--- config.mk ---
export PLATFORM = sky130hd
export DESIGN_NAME = id_ex_ctrl_stage
export DESIGN_NICKNAME = d
export VERILOG_FILES = /design/src/rtl/id_ex_ctrl_stage_pkg.sv /design/src/rtl/id_ex_ctrl_stage_main_decoder.sv /design/src/rtl/id_ex_ctrl_stage.sv
export SDC_FILE = /design/constraint.sdc
export NUM_CORES = 1
export LEC_CHECK = 0
export CAP_MARGIN = 20
export CORE_MARGIN = 2
export CORE_UTILIZATION = 43
export CTS_BUF_LIST = sky130_fd_sc_hd__clkbuf_16
export DETAILED_ROUTE_END_ITERATION = 12
export GPL_TIMING_DRIVEN = 0
export PLACE_DENSITY = 0.85
export SETUP_SLACK_MARGIN = 0.15
export SLEW_MARGIN = 20
export SYNTH_ARGS = -nofsm -noshare
export SYNTH_HDL_FRONTEND = slang
export SYNTH_SLANG_ARGS = --single-unit
export TNS_END_PERCENT = 30
--- constraint.sdc ---
create_clock -name clk -period 5.9 [get_ports clk]
set_input_delay 1.18 -clock clk [delete_from_list [all_inputs] [get_ports clk]]
set_output_delay 1.18 -clock clk [all_outputs]
set_load 0.01 [all_outputs]
--- src/rtl/id_ex_ctrl_stage_pkg.sv ---
// Shared encodings for the ID/EX control stage: opcodes, alu_op encodings
// (shared with the EX-side alu_control), the control bundle carried into EX,
// and the full ID/EX slot payload.
package id_ex_ctrl_stage_pkg;

    localparam int unsigned INSTR_W  = 32;
    localparam int unsigned OPCODE_W = 6;
    localparam int unsigned FUNC_W   = 6;
    localparam int unsigned ALU_OP_W = 2;
    localparam int unsigned REG_W    = 5;
    localparam int unsigned IMM_W    = 32;

    localparam logic [OPCODE_W-1:0] OP_RTYPE = 6'b000000;
    localparam logic [OPCODE_W-1:0] OP_LW    = 6'b100011;
    localparam logic [OPCODE_W-1:0] OP_SW    = 6'b101011;
    localparam logic [OPCODE_W-1:0] OP_BEQ   = 6'b000100;
    localparam logic [OPCODE_W-1:0] OP_ADDI  = 6'b001000;

    localparam logic [ALU_OP_W-1:0] ALU_OP_ADD  = 2'b00;
    localparam logic [ALU_OP_W-1:0] ALU_OP_SUB  = 2'b01;
    localparam logic [ALU_OP_W-1:0] ALU_OP_FUNC = 2'b10;

    // Main control bundle handed to EX
    typedef struct packed {
        logic [ALU_OP_W-1:0] alu_op;
        logic [FUNC_W-1:0]   func;
        logic                reg_dst;
        logic                alu_src;
        logic                mem_read;
        logic                mem_write;
        logic                mem_to_reg;
        logic                reg_write;
        logic                branch;
    } ctrl_t;

    // Complete ID/EX slot; all-zero is a bubble
    typedef struct packed {
        logic               valid;
        ctrl_t              ctrl;
        logic [REG_W-1:0]   rs;
        logic [REG_W-1:0]   rt;
        logic [REG_W-1:0]   rd;
        logic [IMM_W-1:0]   imm;
    } ex_slot_t;

    localparam ctrl_t    CTRL_BUBBLE = '0;
    localparam ex_slot_t SLOT_BUBBLE = '0;

    // Opcodes whose rt field is a source operand (load-use on rt matters)
    function automatic logic reads_rt(input logic [OPCODE_W-1:0] op);
        return (op == OP_RTYPE) || (op == OP_SW) || (op == OP_BEQ);
    endfunction

    function automatic logic [IMM_W-1:0] sign_ext16(input logic [15:0] x);
        return {{16{x[15]}}, x};
    endfunction

endpackage

--- src/rtl/id_ex_ctrl_stage_main_decoder.sv ---
// Main decoder: opcode -> control bundle, plus illegal flag for unknown opcodes.
// Ports: opcode/func in (instr[31:26], instr[5:0]); ctrl_c, illegal_c out (combinational).
module id_ex_ctrl_stage_main_decoder
    import id_ex_ctrl_stage_pkg::*;
(
    input  logic [5:0] opcode,
    input  logic [5:0] func,
    output ctrl_t      ctrl_c,
    output logic       illegal_c
);

    always_comb begin
        ctrl_c    = CTRL_BUBBLE;
        illegal_c = 1'b0;
        case (opcode)
            OP_RTYPE: begin
                ctrl_c.alu_op    = ALU_OP_FUNC;
                ctrl_c.func      = func;
                ctrl_c.reg_dst   = 1'b1;
                ctrl_c.reg_write = 1'b1;
            end
            OP_LW: begin
                ctrl_c.alu_op     = ALU_OP_ADD;
                ctrl_c.alu_src    = 1'b1;
                ctrl_c.mem_read   = 1'b1;
                ctrl_c.mem_to_reg = 1'b1;
                ctrl_c.reg_write  = 1'b1;
            end
            OP_SW: begin
                ctrl_c.alu_op    = ALU_OP_ADD;
                ctrl_c.alu_src   = 1'b1;
                ctrl_c.mem_write = 1'b1;
            end
            OP_BEQ: begin
                ctrl_c.alu_op = ALU_OP_SUB;
                ctrl_c.branch = 1'b1;
            end
            OP_ADDI: begin
                ctrl_c.alu_op    = ALU_OP_ADD;
                ctrl_c.alu_src   = 1'b1;
                ctrl_c.reg_write = 1'b1;
            end
            default: illegal_c = 1'b1;
        endcase
    end

endmodule

--- src/rtl/id_ex_ctrl_stage.sv ---
// ID/EX control stage: decodes the ID instruction, detects load-use hazards,
// and registers the control bundle into the ID/EX slot with a saturating
// count of inserted bubbles.
// Ports: clk, rst_n (sync, active-low); id_valid/id_instr from IF/ID;
//   stall/flush from pipeline control; hazard_stall (combinational) to IF/ID+PC;
//   illegal, ex_* slot fields and bubble_cnt registered.
module id_ex_ctrl_stage
    import id_ex_ctrl_stage_pkg::*;
#(
    parameter int unsigned BUBBLE_CNT_W = 8
) (
    input  logic                    clk,
    input  logic                    rst_n,
    input  logic                    id_valid,
    input  logic [31:0]             id_instr,
    input  logic                    stall,
    input  logic                    flush,
    output logic                    hazard_stall,
    output logic                    illegal,
    output logic                    ex_valid,
    output logic [1:0]              ex_alu_op,
    output logic [5:0]              ex_func,
    output logic                    ex_reg_dst,
    output logic                    ex_alu_src,
    output logic                    ex_mem_read,
    output logic                    ex_mem_write,
    output logic                    ex_mem_to_reg,
    output logic                    ex_reg_write,
    output logic                    ex_branch,
    output logic [4:0]              ex_rs,
    output logic [4:0]              ex_rt,
    output logic [4:0]              ex_rd,
    output logic [31:0]             ex_imm,
    output logic [BUBBLE_CNT_W-1:0] bubble_cnt
);

    logic [OPCODE_W-1:0] opcode_c;
    logic [REG_W-1:0]    id_rs_c;
    logic [REG_W-1:0]    id_rt_c;
    logic [REG_W-1:0]    id_rd_c;
    ctrl_t               dec_ctrl_c;
    logic                dec_illegal_c;
    logic                unused_shamt_c;

    ex_slot_t                ex_q, ex_d;
    logic                    illegal_q, illegal_d;
    logic [BUBBLE_CNT_W-1:0] bubble_cnt_q, bubble_cnt_d;
    logic                    cnt_inc_c;

    assign opcode_c       = id_instr[31:26];
    assign id_rs_c        = id_instr[25:21];
    assign id_rt_c        = id_instr[20:16];
    assign id_rd_c        = id_instr[15:11];
    assign unused_shamt_c = ^id_instr[10:6];

    id_ex_ctrl_stage_main_decoder u_main_decoder (
        .opcode    (opcode_c),
        .func      (id_instr[5:0]),
        .ctrl_c    (dec_ctrl_c),
        .illegal_c (dec_illegal_c)
    );

    // Load in EX whose destination (rt) is a source of the ID instruction
    always_comb begin
        hazard_stall = id_valid && ex_q.valid && ex_q.ctrl.mem_read && (ex_q.rt != '0) &&
                       ((ex_q.rt == id_rs_c) ||
                        ((ex_q.rt == id_rt_c) && reads_rt(opcode_c)));
    end

    // Slot update priority: flush > stall > hazard > illegal > load
    always_comb begin
        ex_d      = ex_q;
        illegal_d = 1'b0;
        cnt_inc_c = 1'b0;
        if (flush) begin
            ex_d      = SLOT_BUBBLE;
            cnt_inc_c = 1'b1;
        end else if (stall) begin
            ex_d = ex_q;
        end else if (hazard_stall) begin
            ex_d      = SLOT_BUBBLE;
            cnt_inc_c = 1'b1;
        end else if (id_valid && dec_illegal_c) begin
            ex_d      = SLOT_BUBBLE;
            illegal_d = 1'b1;
            cnt_inc_c = 1'b1;
        end else if (!id_valid) begin
            ex_d = SLOT_BUBBLE;
        end else begin
            ex_d.valid = 1'b1;
            ex_d.ctrl  = dec_ctrl_c;
            ex_d.rs    = id_rs_c;
            ex_d.rt    = id_rt_c;
            ex_d.rd    = id_rd_c;
            ex_d.imm   = sign_ext16(id_instr[15:0]);
        end
    end

    // Saturating bubble counter; holds at all-ones
    always_comb begin
        bubble_cnt_d = bubble_cnt_q;
        if (cnt_inc_c && (bubble_cnt_q != '1)) begin
            bubble_cnt_d = bubble_cnt_q + BUBBLE_CNT_W'(1);
        end
    end

    always_ff @(posedge clk) begin
        if (!rst_n) begin
            ex_q         <= SLOT_BUBBLE;
            illegal_q    <= 1'b0;
            bubble_cnt_q <= '0;
        end else begin
            ex_q         <= ex_d;
            illegal_q    <= illegal_d;
            bubble_cnt_q <= bubble_cnt_d;
        end
    end

    assign illegal       = illegal_q;
    assign ex_valid      = ex_q.valid;
    assign ex_alu_op     = ex_q.ctrl.alu_op;
    assign ex_func       = ex_q.ctrl.func;
    assign ex_reg_dst    = ex_q.ctrl.reg_dst;
    assign ex_alu_src    = ex_q.ctrl.alu_src;
    assign ex_mem_read   = ex_q.ctrl.mem_read;
    assign ex_mem_write  = ex_q.ctrl.mem_write;
    assign ex_mem_to_reg = ex_q.ctrl.mem_to_reg;
    assign ex_reg_write  = ex_q.ctrl.reg_write;
    assign ex_branch     = ex_q.ctrl.branch;
    assign ex_rs         = ex_q.rs;
    assign ex_rt         = ex_q.rt;
    assign ex_rd         = ex_q.rd;
    assign ex_imm        = ex_q.imm;
    assign bubble_cnt    = bubble_cnt_q;

endmodule

; ---- Word-level counts from Yosys, hierarchy flattened
; Cells that the tools add are included.
[word_totals]
word_cells = 57
mem_count = 0
ramBits = 0
in_bits = 37
out_inout_bits = 73
latch_bits = 0
rom_bits = 0
reg_bits = 72
[op_classes]
magnitude_cmp = 0
n_bitwise = 1
add_sub_neg = 1
n_mux = 15
n_reduce_logical = 17
shifts = 0
n_div = 0
mul = 0
n_eq_ne = 7
[op_table]
columns = operator, n
row1 = 63-bit two-way mux, 3
row2 = 6-bit == test (second input constant), 2
row3 = 5-bit == test, 2
row4 = 1-bit two-way mux, 10
row5 = 8-bit by 1-bit adder with 8-bit output (second input constant), 1
row6 = 8-bit != test (second input constant), 1
row7 = 1-bit logical AND, 7
row8 = 7-bit two-way mux, 1
row9 = 6-bit by 3-bit == test with 1-bit output (second input constant), 1
row10 = 6-bit by 4-bit == test with 1-bit output (second input constant), 1
row11 = 6-bit logical NOT, 1
row12 = 3-bit OR reduction, 2
row13 = 5-bit nonzero test, 1
row14 = 5-bit OR reduction, 1
row15 = 2-bit case mux with 2 select lines, 1
row16 = 4-bit OR reduction, 1
row17 = 1-bit logical OR, 3
row18 = 2-bit OR reduction, 1
row19 = 1-bit inverter, 1

; ---- Longest topological paths before layout
[logic_depth]
word_depth = 10
ltp_mapped = 7
mapped_depth_nobuf = 6

; ---- Modules after synthesis
; Synthesis repeated with hierarchy kept, for this count alone.
[hier_totals]
hier_cells = 224
area_unflattened_um2 = 2419.8
[by_module_without_submodules]
columns = module, seq_area_each_um2, cells_per_inst, instances, area_per_inst_um2
row1 = id_ex_ctrl_stage, 1021.0, 198, 1, 2173.3
row2 = id_ex_ctrl_stage_main_decoder, 0.0, 26, 1, 246.5

; ---- Worst setup path after synthesis
; OpenSTA, ideal clock, no wires.
[synth_timing]
path_kind = in2out
start = input port id_instr[26]
end = output port hazard_stall
path_slack_ns = 2.676
arrival_ns = 2.044
t_required_ns = 4.720
path_stages = 4
n_path_buf = 0
cell_sequence = or3_1 > mux2i_1 > and3_1 > o21ba_4
[synth_via]
elab_chain_len = 6
elab_cells_between_ends = 8
classes_between = 2 x eq/ne / 6 x reduce/logical
[synth_rtl]
columns = item, line
row1 = "start, declared", id_ex_ctrl_stage.sv:15  ; input logic [31:0] id_instr,
row2 = 6-bit == test / 6-bit logical NOT (equally long branches), id_ex_ctrl_stage_pkg.sv:51  ; return (op == OP_RTYPE) || (op == OP_SW) || (op == OP_BEQ);
row3 = 1-bit logical OR, id_ex_ctrl_stage_pkg.sv:51
row4 = 1-bit logical OR (*), id_ex_ctrl_stage_pkg.sv:51
row5 = 1-bit logical AND (*), id_ex_ctrl_stage.sv:67  ; ((ex_q.rt == id_rt_c) && reads_rt(opcode_c)));
row6 = 1-bit logical OR (*), id_ex_ctrl_stage.sv:66  ; ((ex_q.rt == id_rs_c) ||
row7 = 1-bit logical AND (*), id_ex_ctrl_stage.sv:65  ; hazard_stall = id_valid && ex_q.valid && ex_q.ctrl.mem_read && (ex_q.rt != '0) &&
row8 = "end, declared", id_ex_ctrl_stage.sv:18  ; output logic hazard_stall,
; Mark *: on every way between the ends. The rest lies on a longest branch, timed or not.

; ---- Worst setup path in the final report
; Ends and elaborated chain as after synthesis.

==> metrics.txt <==
Core Util, Final a little over two thirds; setup bufs post-CTS 0; CTS tree done; Post-CTS Resized 0; async set-reset flop share out of synthesis 0%; PortBufs approximately 110; gr usage total between 20% and 30%; Die Area a little under 6000 µm²; setup slack at placement around 1600 ps; setup TNS 0 ps; Placer Congestion 0.863; Pre-antenna DRT Iters 4; nets about 380; core area 5070 µm²; Yosys reg bits ~50; Vias/cell 5.28; Post-Syn Area per Cell roughly 9.7 µm²; Iteration-0 DRC Markers 59; post-synthesis sequential area ratio between 40 and 50%; Slew Limit Headroom 49.6%; Die Wd between 70 and 80 µm; CTS sink count a little under 50; RSZ-0062 raised after global routing no; skew final between 4 and 5 ps; Synth Warn # 0; largest net degree at the start of global routing 20; routed len/inst approximately 15 µm; Clock Power Share 40.7%; post-placement cell count between 400 and 500; site row count 26; most frequent CP cell clkdlybuf4s50_1; DRC 0; final worst path period share 73.6%; Initial Util roughly 44%; critical path class primary input to primary output; CTS buffer count 5; status finished clean; Post-synth EDFFs 0; crit path time final ~4300 ps; routed via count about 2200; Slew @ Worst Pin roughly 750 ps; CP endpoint kind primary output; CTS clk-pin slew, worst paths about 60 ps; crit path max fanout 3; worst min path class register to register; critical-path cell list clkdlybuf4s50_1 > or3_1 > mux2i_1 > and3_1 > o21ba_4 > clkdlybuf4s50_1; hpwl dp between 4 and 5 mm; later-pin clock latency in the skew report approximately 280 ps; P_sw 0.000150 W; layout cells sized above 1 between 10% and 20%; Final Non-Filler Cells about 420; first-pass GRT wire length between 10 and 15 mm; final wirelength 6.27 mm; post-synthesis cell count 231; Die Ht around 76 µm; worst path required time around 4700 ps; WP buf/inv 2; Hold Fails Final Rpt 0; fmax approximately 0.23 GHz; final setup vio count 0; worst vdd ir roughly 0.14 mV; # H-tree levels 2; CP Launch Type primary input; total gr overflow 0; Int Pwr 0.000524 W; Slew Viols, Final 0; crit-path max cell delay about 540 ps; Synth Cell Area 2240 µm²; Seq pwr share 49.8%; crit-path leading delay family buffers and inverters; Syn Nets 269; Logic pwr share 9.5%; WP data arrival 3160 ps; commonest non-fill, non-tap cell in the layout clkdlybuf4s50_1; Worst path slowest cell clkdlybuf4s50_1; Leak 1.33 nW; vias in the first global route between 2000 and 2500; initial antenna violation count 0; MaxCap Viol Count 0; library cells used by synthesis 41; post-route ant nets 0; Area Growth Syn to Fin 58.6%; # IOs between 100 and 150; hold_buf cts 0; dominant synthesized flop cell dfxtp_1; sw frac between 20% and 30%; most frequent cells in the layout clkdlybuf4s50_1, dfxtp_1, a22o_1; setup ws final between 1500 and 2000 ps; CTS Buffer Depth 2; Clock Tree Root clkbuf_16; Pwr per Cell Area about 190 nW/µm²; Antenna Diode Count 0
metrics by stage:
step | cell area [µm²] | power, W | hold WS [ps]
2_1_floorplan | 2240 | 0.000367 | 486
3_3_place_gp | 3410 | 0.000405 | 457
3_5_place_dp | 3410 | 0.000407 | 456
4_1_cts | 3550 | 0.000681 | 475
5_1_grt | 3550 | 0.000701 | 494
6_report | 3550 | 0.000675 | 475
cell type report:
| cell class | count | area (µm²) |
|---|---|---|
| inverter | 3 | 11.3 |
| timing repair buffer | 108 | 1080 |
| multi-input combinational | 145 | 1010 |
| sequential | 49 | 981 |
| fill | 403 | 1530 |
| clock buffer | 5 | 125 |
| tap | 70 | 87.6 |
| buffer | 34 | 230 |
| clock inverter | 3 | 17.5 |
cells in the mapped netlist, types with 2 or more instances:
cell type	n	area [µm²]
a21oi_1	11	55.1
a22o_1	28	245
a22oi_1	3	22.5
a32oi_1	6	52.6
and3_1	3	18.8
buf_4	23	173
buf_6	2	22.5
clkbuf_1	8	30.0
dfxtp_1	49	981
inv_1	3	11.3
mux2i_1	6	60.1
nand2_1	13	48.8
nand2b_1	6	37.5
nand3_1	4	20.0
nand4_1	5	31.3
nor2_1	17	63.8
nor3_1	6	30.0
nor4_1	3	18.8
o22ai_1	2	12.5
or3_1	3	18.8
or4_1	2	15.0
xnor2_1	3	26.3
xor2_1	7	61.3
layer usage:
metal	share of wire [%]	vias to the layer above	wire length, µm	GRT usage, %
li1	-	1064	-	-
met1	44	1027	2770	26.6
met2	47	102	2940	36.9
met3	8.4	8	530	5.69
met4	0.56	0	35	6.00
met5	0	-	0	0
path summary, 6_finish.rpt:
| path | slack [ps] | endpoint | from | cells after the start |
|---|---|---|---|---|
| setup reg to reg | 3370 | ex_rd[0]$_SDFFE_PP0N_ | ex_rt[0]$_SDFFE_PP0N_ | 6 |
| hold / removal | 480 | ex_rs[1]$_SDFFE_PP0N_ | ex_rs[1]$_SDFFE_PP0N_ | 1 |
| setup / recovery | 1560 | hazard_stall | id_instr[26] | 6 |
| hold reg to reg | 480 | ex_rs[1]$_SDFFE_PP0N_ | ex_rs[1]$_SDFFE_PP0N_ | 1 |
kinds of logic after synthesis:
family	Yosys count	synth area share (%)
XOR/XNOR	10	3.92
adder cells (fa/ha/maj)	1	0.559
AO/OA/AOI/OAI	62	22.5
AND/OR/NAND/NOR	66	15.7
buffers and inverters	37	10.8
flip-flops	49	43.8
multiplexers	6	2.68
sequential cells by signal, indices dropped and copies added (netlist names), 2 cells and up:
name	flops
ex_alu_op	2
ex_rt	5
ex_rs	5
ex_imm	12
bubble_cnt	8
ex_func	6
ex_rd	4
power groups by stage:
stage	clock network [W]	logic [W]	registers, W
4_1_cts	0.000282	0.0000643	0.000336
3_5_place_dp	0	0.0000640	0.000343
5_1_grt	0.000296	0.0000697	0.000336
6_report	0.000275	0.0000643	0.000336
2_1_floorplan	0	0.0000239	0.000343
3_3_place_gp	0	0.0000624	0.000343
(Power assumes the default switching activity.)
